<file path="src/rtl/bus_ctl_pkg.sv">
// rtl/bus_ctl_pkg.sv - shared state encoding and default timing constants for bus_ctl
package bus_ctl_pkg;

    typedef enum logic [1:0] {
        ST_LATCH  = 2'd0,
        ST_ACCESS = 2'd1,
        ST_DONE   = 2'd2,
        ST_HOLD   = 2'd3
    } state_t;

    localparam int          DEF_WAIT     = 1;
    localparam logic [19:0] DEF_ROM_BASE = 20'hF0000;

endpackage

</file>
<file path="src/rtl/bus_ctl.sv">
// rtl/bus_ctl.sv - core-to-memory bus cycle sequencer with wait states, ROM write protect and bus hold
module bus_ctl
    import bus_ctl_pkg::*;
#(
    parameter int          WAIT     = DEF_WAIT,
    parameter logic [19:0] ROM_BASE = DEF_ROM_BASE
) (
    input  logic        clock,
    input  logic        reset,
    input  logic [19:0] address,
    input  logic [7:0]  core_out,
    input  logic        core_we,
    output logic [7:0]  core_in,
    output logic        ce,
    output logic [19:0] mem_addr,
    output logic [7:0]  mem_dout,
    input  logic [7:0]  mem_din,
    output logic        mem_oe,
    output logic        mem_we,
    input  logic        mem_ready,
    input  logic        hold_req,
    output logic        hold_ack
);

    localparam logic [3:0] WAIT_C = 4'(WAIT);

    state_t      state_q, state_d;
    logic [3:0]  cnt_q, cnt_d;
    logic [19:0] mem_addr_q, mem_addr_d;
    logic [7:0]  mem_dout_q, mem_dout_d;
    logic        wr_q, wr_d;
    logic [7:0]  core_in_q, core_in_d;

    always_ff @(posedge clock) begin
        if (reset) begin
            state_q    <= ST_LATCH;
            cnt_q      <= 4'd0;
            mem_addr_q <= 20'd0;
            mem_dout_q <= 8'd0;
            wr_q       <= 1'b0;
            core_in_q  <= 8'd0;
        end else begin
            state_q    <= state_d;
            cnt_q      <= cnt_d;
            mem_addr_q <= mem_addr_d;
            mem_dout_q <= mem_dout_d;
            wr_q       <= wr_d;
            core_in_q  <= core_in_d;
        end
    end

    always_comb begin
        state_d    = state_q;
        cnt_d      = cnt_q;
        mem_addr_d = mem_addr_q;
        mem_dout_d = mem_dout_q;
        wr_d       = wr_q;
        core_in_d  = core_in_q;
        ce         = 1'b0;
        mem_oe     = 1'b0;
        mem_we     = 1'b0;
        hold_ack   = 1'b0;
        unique case (state_q)
            ST_LATCH: begin
                mem_addr_d = address;
                mem_dout_d = core_out;
                wr_d       = core_we;
                cnt_d      = 4'd0;
                state_d    = ST_ACCESS;
            end
            ST_ACCESS: begin
                mem_oe = !wr_q;
                // Writes into ROM space run full timing but never strobe the memory
                mem_we = wr_q && (mem_addr_q < ROM_BASE);
                if (cnt_q < WAIT_C) begin
                    cnt_d = cnt_q + 4'd1;
                end else if (mem_ready) begin
                    state_d = ST_DONE;
                    if (!wr_q) core_in_d = mem_din;
                end
            end
            ST_DONE: begin
                ce      = 1'b1;
                state_d = hold_req ? ST_HOLD : ST_LATCH;
            end
            ST_HOLD: begin
                hold_ack = 1'b1;
                if (!hold_req) state_d = ST_LATCH;
            end
            default: state_d = ST_LATCH;
        endcase
    end

    assign core_in  = core_in_q;
    assign mem_addr = mem_addr_q;
    assign mem_dout = mem_dout_q;

endmodule
</file>
<file path="config.mk">
export PLATFORM = sky130hd
export DESIGN_NAME = bus_ctl
export DESIGN_NICKNAME = d
export VERILOG_FILES = /design/src/rtl/bus_ctl_pkg.sv /design/src/rtl/bus_ctl.sv
export SDC_FILE = /design/constraint.sdc
export NUM_CORES = 1
export LEC_CHECK = 0
export CAP_MARGIN = 20
export CORE_MARGIN = 3
export CORE_UTILIZATION = 40
export DETAILED_ROUTE_END_ITERATION = 8
export PLACE_DENSITY = 0.89
export SLEW_MARGIN = 10
export SYNTH_ARGS = -nofsm -noshare
export SYNTH_HDL_FRONTEND = slang
export SYNTH_SLANG_ARGS = --single-unit
</file>
<file path="constraint.sdc">
create_clock -name clock -period 2 [get_ports clock]
set_input_delay 0.6 -clock clock [delete_from_list [all_inputs] [get_ports clock]]
set_output_delay 0.6 -clock clock [all_outputs]
set_load 0.03 [all_outputs]
</file>
; Word level (Yosys, flattened, before mapping)
; Cells that the tools add are included.
[word_totals]
regBits = 43
in_bits = 41
word_cells = 36
[op_classes]
add_sub_neg = 1
order_cmp = 2
n_eq_ne = 7
mux = 11
bitwise = 2
reduce_logical = 7
[op_table]
columns = operator, n
row1 = $lt A20 B20 Y1 const B, 1
row2 = $mux W2, 4
row3 = $ne A2 B2 Y1 const B, 4
row4 = $pmux W2 S4, 1
row5 = $pmux W4 S2, 1
row6 = $add A4 B1 Y4 const B, 1
row7 = $eq A2 B2 Y1 const B, 2
row8 = $lt A4 B1 Y1 const B, 1
row9 = $mux W1, 4
row10 = $mux W4, 1
row11 = $reduce_and A4 Y1, 1
row12 = $reduce_and A3 Y1, 1
row13 = $eq A2 B1 Y1 const B, 1
row14 = $logic_not A2 Y1, 1
row15 = $not A1 Y1, 2
row16 = $reduce_and A2 Y1, 1
row17 = $reduce_bool A2 Y1, 1
row18 = $logic_and A1 B1 Y1, 1
row19 = $logic_not A1 Y1, 1

; Depth between registers and ports, before layout
[depth]
depth_word = 3
ltp_mapped = 6
mapped_depth_nobuf = 5

; Worst setup path after synthesis
; No wires, ideal clock.
[synth_timing]
path_kind = register -> output
from = reg state_q[0]
to = out mem_we
t_arrival_ns = 1.264
required_ns = 1.400
slack_ns = 0.136
path_stages_with_launch = 5
cell_sequence = dfxtp_1 buf_6 nor2b_1 nand2_1 a41oi_1
[synth_via]
elab_chain_len = 2
[synth_rtl]
columns = element, line_no
row1 = "start, declared", bus_ctl.sv:27  ; state_t state_q, state_d;
row2 = "start signal, assigned", bus_ctl.sv:43  ; state_q <= state_d;
row3 = $eq A2 B1 Y1, bus_ctl.sv:63  ; unique case (state_q)
row4 = $mux W1, bus_ctl.sv:63
row5 = "end, declared", bus_ctl.sv:19  ; output logic mem_we,
; No other way between the ends.

; Worst setup path after layout
[layout_timing]
from = reg state_q[1]
to = out mem_we
; Same word-level chain as after synthesis.

==> results.ini <==
[run_status]
status=finished, final reports clean

[clock_network]
holdBufCountCts=0
cts_root_buf=clkbuf_8
h-tree-depth=2
cts_buffers=5
clock-sinks=43
clock_latency_ns=0.30
cts_tree=built
clk_path_buf_depth=2
post-cts-setup-buffer-count=0
path_clk_slew_ns=0.08

[setup_path]
crit_chain=buf_4 > nor2b_4 > nand2_2 > a41oi_2 > buf_6
cpPeakStageDelay_ns=0.33
rr_endpoint=mem_addr[17]
end_kind=primary output
r2r_slack_ns=0.32
reg2reg_depth=4
arrival_ns=1.33
crit_type=reg2out
cp-start-kind=flop
crit_fanout=8
required_ns=1.40
slowest_stage=dfxtp_1
reg2reg_from=state_q[0]

[timing]
fin_crit_ns=1.930
fin_setup_tns_ns=0
slew_headroom=0.3587
whs_ns=0.4548
worst_pin_slew_ns=0.9620
slew_violations=0
finalSetupViolCount=0
fin_crit_sh=0.9648
rsz0062_at_grt=false
fmax_ghz=0.5182
hold_viol=0
clock_skew_ns=0.01023

[finish]
antenna_cells=0
seqCellArea_um2=860.8
syn2layout_area_growth_pct=56.67
final_layout_size_suffix_gt1_frac=0.08571
fin_nets=322
multi_input_area_um2=782.0
final_area_um2=2705
layout_common_cells=clkdlybuf4s50_1, nand2_1, dfxtp_1, a21oi_1, nand2b_1
final_common_cell=clkdlybuf4s50_1
fillCellCount=342

[yosys]
synth_cell_types=27
syn_area_per_cell_um2=8.633
yosys.area_share.adder=0.01449
synth-xor-area-share=0
ys_ff_latch=43
synth_top_area_frac=0.4986
yosysWarningCount=0
synth_top_family_by_area=simple AND/OR/NAND/NOR gates
syn-cell-area_um2=1727
yosysTopAreaCell=dfxtp_1
muxShareOfSynthArea=0.04638
synth-seq-area-share=0.4986
synthTopCellsByArea=dfxtp_1, nand2_1, a21oi_1
yosys.area_share.simple=0.2674
synth-compound-area-share=0.1130
synthCells=200
syn_nets=243

[placed_design]
placedInstanceArea_um2=2575
portBuffers=80
gp_congestion=0.8309
dpl.hpwl_mm=3.023

[routing]
routedWlPerCell_um=12.94
wl_mm=4.269
vias=1589
first_pass_iters=4
ant_nets=0
via_per_inst=4.815
route.detailed.drc=0
drtIter0Drc=105

[power]
power_mw=1.992
vdd_drop_max_uv=477.8
power_density_nw_per_um2=736.4
leakage_nw=1.070

[floorplanning]
die_h_um=71.70
dieArea_um2=5141
io-pin-count=81
start_util=0.4225
die_w_um=71.70
num_rows=23
core_area_um2=4086

[global_route]
grt_usage=0.1776
grt_pass1_wl_mm=7.224
antenna_found_initial=0
first_global_vias=1663
overflow=0
grt_max_degree=52

[min_path]
worstHoldEndpoint=mem_addr[1]
hp-start=mem_addr[1]
hold_path.class=reg2reg
whs_path_depth=2

[flow_run]
max-cap-violations=0

-- flip-flops by register name (all words and copies together), names as in the netlist --
register / flops
mem_addr: 20
core_in: 8
mem_dout: 8
cnt_q: 4
state_q: 2
wr_q: 1
-- cells in the mapped netlist, drive strengths merged --
library cell,count
or2,1
mux2i,8
nand2,61
clkbuf,4
nor2,4
inv,3
nor2b,1
ha,2
dfxtp,43
a32oi,1
nor3,1
buf,10
nor4b,1
a21oi,29
nand4,1
nor3b,2
a31oi,4
and2,1
or3b,1
nand3,3
a41oi,1
nand2b,17
o21bai,1
-- worst max-delay path: cells and delay by family (launching register included) --
family          cells  cell delay, ns
simple gates        2            0.20
flops               1            0.33
buf+inv             2            0.33
compound gates      1            0.18
-- power by group --
part / total (mW) / switching (mW) / internal [mW]
combinational: 0.454 / 0.232 / 0.221
clock: 0.602 / 0.288 / 0.314
sequential: 0.936 / 0.0303 / 0.906
total: 1.99 / 0.551 / 1.44
-- routing by layer --
metal  up-vias  track usage  share of wire
met5         -            0              0
met4         0      0.07307          0.013
met3         6      0.06452          0.078
met2        47       0.3082           0.51
met1       726       0.1954           0.40
li1        810            -              -
-- kinds of logic (layout without fill, tap and decap cells) --
group,Yosys count,count (layout)
multiplexers,8,8
AND/OR/NAND/NOR,94,94
AO/OA/AOI/OAI,36,36
buffers and inverters,17,97
flip-flops,43,43
adder cells (fa/ha/maj),2,2
-- through the flow --
| stage | setup slack, ns | utilization | instances |
|---|---|---|---|
| global route | 0.005853 | 0.6620 | 330 |
| floorplan | 0.1362 | - | 200 |
| detailed placement | 0.1574 | 0.6301 | 322 |
| CTS | 0.008414 | 0.6574 | 330 |
| finish | 0.07031 | 0.6620 | 330 |
| global placement | 0.2411 | 0.6301 | 322 |
-- area by class of cell --
class	instances	share of cell area
Clock buffer	7	0.03562
Tap cell	50	0.02313
Sequential cell	43	0.3182
Multi-Input combinational cell	140	0.2891
Clock inverter	1	0.002775
Inverter	3	0.004163
Timing Repair Buffer	86	0.3270
-- repair_timing --
| item | 4_1_cts | 5_1_grt |
|---|---|---|
| endpoints found under the setup margin | 2 | 4 |
| gates cloned | 0 | 0 |
| gates resized for setup | 4 | 6 |
-- worst max-delay path by stage --
stage,start,end,cells after the start
after floorplan,state_q[0],mem_we,4
after global placement,mem_ready,core_in[5],4
after detailed placement,mem_ready,core_in[4],4
after CTS,state_q[1],mem_we,5
after global routing,state_q[1],mem_we,5
final,state_q[1],mem_we,5
(Power assumes the default switching activity.)
